File: src/rtl/vga_timing_gen.sv
// Pixel-clock video timing generator: programmable h/v counters driving sync, blank, gate and eol/eof pulses.
// Latency: every output is registered one clock after the counter state that produced it.
// Backpressure: none, free-running while ctrl_ven=1. Optional csync output is enabled by VGA_TGEN_CSYNC_EN.
module vga_timing_gen #(
    parameter int HW = 16,
    parameter int SW = 8
) (
    input  logic          clk_pclk_i,
    input  logic          rst_nreset_i,
    input  logic          ctrl_ven,
    input  logic          ctrl_hsyncl,
    input  logic          ctrl_vsyncl,
    input  logic          ctrl_csyncl,
    input  logic          ctrl_blankl,
    input  logic [SW-1:0] thsync,
    input  logic [SW-1:0] thgdel,
    input  logic [HW-1:0] thgate,
    input  logic [HW-1:0] thlen,
    input  logic [SW-1:0] tvsync,
    input  logic [SW-1:0] tvgdel,
    input  logic [HW-1:0] tvgate,
    input  logic [HW-1:0] tvlen,
    output logic          eoh_o,
    output logic          eov_o,
    output logic          gate_o,
    output logic          hsync_o,
    output logic          vsync_o,
    output logic          csync_o,
    output logic          blank_o
);

    localparam int EW = HW + 1;

    logic [SW-1:0] thsync_s, thgdel_s, tvsync_s, tvgdel_s;
    logic [HW-1:0] thgate_s, thlen_s, tvgate_s, tvlen_s;
    logic [HW-1:0] hcnt, vcnt;

    logic          h_end, v_end, frame_end, shadow_load;
    logic [EW-1:0] hcnt_e, vcnt_e;
    logic [EW-1:0] hs_lim, hg_lo, hg_hi;
    logic [EW-1:0] vs_lim, vg_lo, vg_hi;
    logic          hs, vs, hg, vg, gate;

    assign h_end       = (hcnt == thlen_s);
    assign v_end       = (vcnt == tvlen_s);
    assign frame_end   = h_end & v_end;
    assign shadow_load = ~ctrl_ven | frame_end;

    // Timing inputs are only sampled between frames so a frame is never torn.
    always_ff @(posedge clk_pclk_i or negedge rst_nreset_i) begin
        if (!rst_nreset_i) begin
            thsync_s <= '0;
            thgdel_s <= '0;
            thgate_s <= '0;
            thlen_s  <= '0;
            tvsync_s <= '0;
            tvgdel_s <= '0;
            tvgate_s <= '0;
            tvlen_s  <= '0;
        end else if (shadow_load) begin
            thsync_s <= thsync;
            thgdel_s <= thgdel;
            thgate_s <= thgate;
            thlen_s  <= thlen;
            tvsync_s <= tvsync;
            tvgdel_s <= tvgdel;
            tvgate_s <= tvgate;
            tvlen_s  <= tvlen;
        end
    end

    always_ff @(posedge clk_pclk_i or negedge rst_nreset_i) begin
        if (!rst_nreset_i) begin
            hcnt <= '0;
            vcnt <= '0;
        end else if (!ctrl_ven) begin
            hcnt <= '0;
            vcnt <= '0;
        end else if (h_end) begin
            hcnt <= '0;
            vcnt <= v_end ? '0 : vcnt + HW'(1);
        end else begin
            hcnt <= hcnt + HW'(1);
        end
    end

    // One extra bit keeps the porch/gate window sums from wrapping.
    assign hcnt_e = EW'(hcnt);
    assign vcnt_e = EW'(vcnt);
    assign hs_lim = EW'(thsync_s);
    assign vs_lim = EW'(tvsync_s);
    assign hg_lo  = EW'(thsync_s) + EW'(thgdel_s) + EW'(2);
    assign hg_hi  = hg_lo + EW'(thgate_s);
    assign vg_lo  = EW'(tvsync_s) + EW'(tvgdel_s) + EW'(2);
    assign vg_hi  = vg_lo + EW'(tvgate_s);

    assign hs   = ctrl_ven & (hcnt_e <= hs_lim);
    assign vs   = ctrl_ven & (vcnt_e <= vs_lim);
    assign hg   = (hcnt_e >= hg_lo) & (hcnt_e <= hg_hi);
    assign vg   = (vcnt_e >= vg_lo) & (vcnt_e <= vg_hi);
    assign gate = ctrl_ven & hg & vg;

    always_ff @(posedge clk_pclk_i or negedge rst_nreset_i) begin
        if (!rst_nreset_i) begin
            eoh_o   <= 1'b0;
            eov_o   <= 1'b0;
            gate_o  <= 1'b0;
            hsync_o <= 1'b0;
            vsync_o <= 1'b0;
            blank_o <= 1'b0;
        end else begin
            eoh_o   <= ctrl_ven & h_end;
            eov_o   <= ctrl_ven & frame_end;
            gate_o  <= gate;
            hsync_o <= hs ^ ctrl_hsyncl;
            vsync_o <= vs ^ ctrl_vsyncl;
            blank_o <= ~gate ^ ctrl_blankl;
        end
    end

`ifdef VGA_TGEN_CSYNC_EN
    always_ff @(posedge clk_pclk_i or negedge rst_nreset_i) begin
        if (!rst_nreset_i) begin
            csync_o <= 1'b0;
        end else begin
            csync_o <= (hs | vs) ^ ctrl_csyncl;
        end
    end
`else
    logic unused_csyncl;
    assign unused_csyncl = ctrl_csyncl;
    assign csync_o       = 1'b0;
`endif

endmodule

File: config.mk
export PLATFORM = sky130hd
export DESIGN_NAME = vga_timing_gen
export DESIGN_NICKNAME = d
export VERILOG_FILES = /design/src/rtl/vga_timing_gen.sv
export SDC_FILE = /design/constraint.sdc
export NUM_CORES = 1
export LEC_CHECK = 0
export BUFFER_PORTS_ARGS = -buffer_cell sky130_fd_sc_hd__buf_2
export CORE_ASPECT_RATIO = 0.8
export CORE_UTILIZATION = 30
export CTS_CLUSTER_DIAMETER = 30
export DETAILED_ROUTE_END_ITERATION = 8
export PLACE_DENSITY = 0.45
export SLEW_MARGIN = 30
export SYNTH_ARGS = -nofsm -noshare
export SYNTH_HDL_FRONTEND = slang
export SYNTH_SLANG_ARGS = --single-unit
File: constraint.sdc
create_clock -name clk_pclk_i -period 4.49 [get_ports clk_pclk_i]
set_input_delay 0 -clock clk_pclk_i [delete_from_list [all_inputs] [get_ports clk_pclk_i]]
set_output_delay 0 -clock clk_pclk_i [all_outputs]
set_load 0.01 [all_outputs]
* Yosys cells after proc, flatten, opt, wreduce, memory -nomap -nowiden
Index checks and enable logic that the tools add are counted.
W data, S select, Z words.
** Operators by class
- Add/sub/neg operators :: 8
- Order comparisons :: 6
- Equality and inequality tests :: 3
- Multiplexer cells :: 5
- Bitwise operators :: 15
** Operators with widths (count)
- $mux W16 :: 5
- $add A10 B16 Y17 :: 2
- $le A16 B17 Y1 :: 2
- $add A16 B1 Y16 const B :: 2
- $eq A16 B16 Y1 :: 2
- $ge A16 B10 Y1 :: 2
- $le A16 B8 Y1 :: 2
- $add A9 B2 Y10 const B :: 2
- $add A8 B8 Y9 :: 2
- $and A1 B1 Y1 :: 9
- $xor A1 B1 Y1 :: 3
- $ne A2 B1 Y1 const B :: 1
- $not A1 Y1 :: 2
- $or A1 B1 Y1 :: 1
** Storage, ports and cells
- Register bits after elaboration :: 134
- Input port bits :: 103
- Output and inout bits :: 7
- Word-level logic and storage cells :: 53

* Depth between registers and ports, before layout
- Depth in word-level cells :: 9
- Depth in mapped cells :: 27
- Gate-level depth less buffers :: 27

* Worst setup path before layout
Ideal clock, no wire load.
- Path kind :: reg2reg
- From :: reg thsync_s[1]
- To :: reg blank_o
- Setup time :: 0.080 ns
- Data arrival time :: 4.500 ns
- Data required time :: 4.410 ns
- Setup slack :: -0.090 ns
- Cell stages (with the launch flop) :: 27
- Buffers on the path :: 0
- Period minus slack after synthesis :: 4.580 ns
- Path through :: dfrtp_1 -> inv_1 -> ha_1 -> inv_1 -> ha_1 -> fa_1 -> a21oi_1 -> nor2_1 -> nor2_1 -> o21bai_1 -> a21oi_1 -> nor2b_1 -> o21a_1 -> ha_1 -> o21a_1 -> o21ai_0 -> a41oi_1 -> nand3_1 -> xor2_1 -> ha_1 -> nand3_1 -> nand2_1 -> a211o_1 -> a211oi_1 -> a311oi_1 -> a211oi_1 -> xnor2_1
** On the way
- Longest elaborated chain between the ends :: 9
- Elaborated cells between the ends (all ways) :: 10
- Classes of those cells :: 3 x add/sub; 2 x order compare; 5 x bitwise
** Ends and longest elaborated chain
- start, declared :: line 34 : logic [SW-1:0] thsync_s, thgdel_s, tvsync_s, tvgdel_s;
- start signal, assigned :: line 61 : thsync_s <= thsync;
- $add A8 B8 Y9 * :: line 92 : assign hg_lo = EW'(thsync_s) + EW'(thgdel_s) + EW'(2);
- $add A9 B2 Y10 * :: line 92
- $add A10 B16 Y17 :: line 93 : assign hg_hi = hg_lo + EW'(thgate_s);
- $le A16 B17 Y1 :: line 99 : assign hg = (hcnt_e >= hg_lo) & (hcnt_e <= hg_hi);
- $and A1 B1 Y1 * :: line 99
- $and A1 B1 Y1 * (2 in series) :: line 101 : assign gate = ctrl_ven & hg & vg;
- named net gate :: line 42 : logic hs, vs, hg, vg, gate;
- $not A1 Y1 * :: line 117 : blank_o <= ~gate ^ ctrl_blankl;
- $xor A1 B1 Y1 * :: line 117
- end signal, assigned :: line 117
- end, declared :: line 29 : output logic blank_o
The timed path passes the listed nets; every way through them passes the cells marked *.
A chain may end at the register's enable or synchronous reset.

* Final worst setup path
Same ends and word-level chain as after synthesis.

==> impl_metrics.env <==
export IMPL_synthAdderAreaFrac_pct=17.6
export IMPL_portBuffers=107
export IMPL_worstSetupPathType="reg -> reg"
export IMPL_regArea_sq_um=3350
export IMPL_power_mw=4.66
export IMPL_fin_crit_ns=4.56
export IMPL_initial_core_util_pct=30.7
export IMPL_numCtsBuffers=17
export IMPL_syn_nets=1115
export IMPL_worst_slew_pin_slew_ns=0.805
export IMPL_stdcell_count=1579
export IMPL_synth_edf_count=0
export IMPL_rows=56
export IMPL_overflow=0
export IMPL_cts_path_max_buffers=2
export IMPL_clock_fmax_ghz=0.219
export IMPL_outcome="complete, but fails checks"
export IMPL_skew_ns=0.00855
export IMPL_nFillCells=2919
export IMPL_grt_pass1_wl_mm=40.5
export IMPL_routed_via_density=4.69
export IMPL_setup_viol=1
export IMPL_synthSimpleGateAreaFrac_pct=11.2
export IMPL_multi_input_area_sq_um=5610
export IMPL_p_sw_mw=1.57
export IMPL_ant_nets=0
export IMPL_synth_warnings=0
export IMPL_final_core_util_pct=41.9
export IMPL_grt_max_degree=98
export IMPL_gp_congestion=0.786
export IMPL_core_area_sq_um=29500
export IMPL_grt_pass1_vias=7395
export IMPL_track_usage_pct=17.0
export IMPL_power_density_nw_per_um2=377
export IMPL_yosys_top_cells_area="dfrtp_1 37%, ha_1 17%, mux2_2 9.6%"
export IMPL_setup_tns_final_ns=-0.0697
export IMPL_path_buf_inv=4
export IMPL_synth_top_family_by_area="adder cells"
export IMPL_switching_share_pct=33.7
export IMPL_drc_errors=0
export IMPL_synth_compound_area_share_pct=12.0
export IMPL_insertion_delay_ns=0.43
export IMPL_root_buffer="clkbuf_16"
export IMPL_rsz0062_at_grt="yes"
export IMPL_timing_final_ws_setup_ns=-0.0697
export IMPL_worstHoldPathType="in -> async"
export IMPL_clk_transition_reported_paths_ns=0.06
export IMPL_async_flop_share_pct=100
export IMPL_fp_dieW_um=196
export IMPL_synth_xor_area_share_pct=8.31
export IMPL_p_comb_share_pct=41.4
export IMPL_cp_arrival_ns=4.91
export IMPL_synth_flop_cell="dfrtp_1"
export IMPL_pin_count=110
export IMPL_relSlewSlack_pct=46.3
export IMPL_cap_viol_max_count=0
export IMPL_layout_drive_gt1_share_pct=29.3
export IMPL_drt_pass1_iter_count=5
export IMPL_finish_instance_area_sq_um=12400
export IMPL_synth_seq_cells=134
export IMPL_drt_iter0_markers=295
export IMPL_worstPathRequired_ns=4.84
export IMPL_grt_antenna_before_repair=0
export IMPL_synth_mux_area_share_pct=9.80
export IMPL_n_antenna_cell=0
export IMPL_cts_tree="done"
export IMPL_cp_slowest_cell="ha_2"
export IMPL_chipHeight_um=157
export IMPL_clockPowerShare_pct=29.1
export IMPL_violations="negative setup slack"
export IMPL_die_area_sq_um=30900
export IMPL_period_share_pct=102
export IMPL_htreeDepth=4
export IMPL_pre_cts_slack_ns=-0.373
export IMPL_num_vias=7407
export IMPL_yosysTopAreaCell="dfrtp_1"
export IMPL_worst_setup_path_start_kind="flip-flop"
export IMPL_clock_sinks=134
export IMPL_whs_ns=0.230
export IMPL_p_seq_share_pct=29.6
export IMPL_wl_mm=25.1
export IMPL_synth_area_sq_um=9060
export IMPL_ys_types=58
export IMPL_placed_cells=1436
export IMPL_syn_inst=887
export IMPL_cp_top_family="compound AO/OA/AOI/OAI gates"
export IMPL_final_hold_viol_count=0
export IMPL_critPathMaxStageDelay_ns=0.35
export IMPL_synth_yosys_seq_area_share_pct=37.0
export IMPL_cellLeakagePower_nw=5.86
export IMPL_finalMaxSlewViolations=0
export IMPL_postPlaceCellArea_sq_um=10500
export IMPL_area_growth_syn_to_layout_pct=36.4
export IMPL_hpwl_mm=18.2
export IMPL_num_nets_final=1389
export IMPL_power_internal_mw=3.09
export IMPL_synth_top_cell_area_share_pct=37.0
export IMPL_ir_drop_uv=274
export IMPL_avgSynthCellArea_sq_um=10.2
export IMPL_wl_per_cell_um=15.9
export IMPL_path_max_fanout=4
export IMPL_crit_path_end_kind="flip-flop"
[layout by cell type, fill, tap and decap left out, types with 5 or more instances in the layout]
| master | synthesis | routed |
|---|---|---|
| o211ai_1 | 7 | 7 |
| o21bai_1 | 6 | 5 |
| inv_1 | 62 | 57 |
| a211oi_1 | 8 | 5 |
| nor2_2 | 0 | 5 |
| nor2_1 | 32 | 27 |
| o21a_1 | 15 | 15 |
| a21oi_2 | 0 | 12 |
| clkinvlp_4 | 0 | 5 |
| or3_1 | 5 | 5 |
| xnor2_1 | 26 | 23 |
| a21o_1 | 14 | 14 |
| and3_1 | 16 | 16 |
| xor2_1 | 60 | 60 |
| mux2_2 | 77 | 77 |
| nor4_1 | 7 | 6 |
| clkbuf_16 | 0 | 17 |
| nor3_1 | 12 | 11 |
| o21ai_0 | 65 | 57 |
| nor2b_1 | 5 | 5 |
| buf_2 | 11 | 106 |
| nand3_1 | 36 | 36 |
| dfrtp_1 | 134 | 134 |
| buf_4 | 2 | 67 |
| nand4_1 | 13 | 13 |
| nand2_1 | 53 | 51 |
| inv_2 | 0 | 5 |
| nand2b_1 | 6 | 6 |
| o21ai_1 | 1 | 5 |
| a21oi_1 | 42 | 30 |
| dlygate4sd3_1 | 0 | 101 |
| ha_1 | 121 | 112 |
| ha_4 | 0 | 6 |
[layout make-up]
cell class	instances	area share (%)
timing repair buffer	278	17.0
sequential	134	27.1
inverter	63	1.91
tap	406	4.11
clock buffer	21	3.72
clock inverter	10	0.800
multi-input combinational	667	45.3
[flip-flops by register name (all words and copies together) (netlist names)]
name and cells:
thlen_s 16, thgdel_s 8, eov_o 1, blank_o 1, vcnt 16, tvlen_s 16, gate_o 1, tvgate_s 16
hsync_o 1, tvgdel_s 8, thgate_s 16, thsync_s 8, eoh_o 1, vsync_o 1, hcnt 16, tvsync_s 8
[final timing paths]
kind	from	endpoint	slack, ns	cells after the start
max	thsync_s[1]	blank_o	-0.07	25
min	rst_nreset_i	thlen_s[6]	0.23	2
max reg2reg	thsync_s[1]	blank_o	-0.07	25
min reg2reg	tvgdel_s[3]	tvgdel_s[3]	0.52	1
max in group asynchronous	rst_nreset_i	tvgate_s[1]	3.24	3
min in group clk_pclk_i	ctrl_vsyncl	vsync_o	0.30	3
[cells in the mapped netlist (2+ instances only)]
library cell  number
nor3_1            12
or2_2              2
o211ai_1           7
or3_1              5
inv_1             62
xnor2_1           26
o21a_1            15
a211oi_1           8
a211o_1            2
fa_1               4
nor3b_1            2
a21oi_1           42
nor4_1             7
buf_2             11
ha_1             121
and3_1            16
o21bai_1           6
o22ai_1            2
o31ai_1            2
xor2_1            60
nor2b_1            5
or4_1              2
nand2_1           53
nand3_1           36
nand2b_1           6
nor4_2             3
clkbuf_1           8
a21o_1            14
dfrtp_1          134
o21ai_0           65
nor2_1            32
nand4_1           13
buf_4              2
a31oi_1            2
mux2_2            77
[power groups by stage]
stage	Clock, mW	Sequential, mW	Combinational, mW
after floorplan	0	1.37	1.12
after global placement	0	1.40	1.71
after detailed placement	0	1.40	1.72
after CTS	1.40	1.38	1.89
after global routing	1.46	1.39	2.17
final	1.36	1.38	1.93
[metal layers]
layer  vias to the layer above  share of wire [%]  track usage, %
met5                         -                  0               0
met4                         0               0.79            4.06
li1                       3722                  -               -
met2                       134                 39            23.7
met3                        13                3.4            2.76
met1                      3538                 56            26.5
[logic make-up after synthesis]
group	count (synthesis)
compound gates	178
xor+xnor	86
fa+ha+maj	125
buf+inv	86
flops	134
mux	79
other cells	1
simple gates	198
[timing repair]
item	4_1_cts	5_1_grt
hold buffers	101	0
setup endpoints to repair	2	2
resized for setup	37	24
pin swaps	30	33
endpoints found under the hold margin	198	0
buffers inserted	6	6
Power figures use the tool's default switching activity.
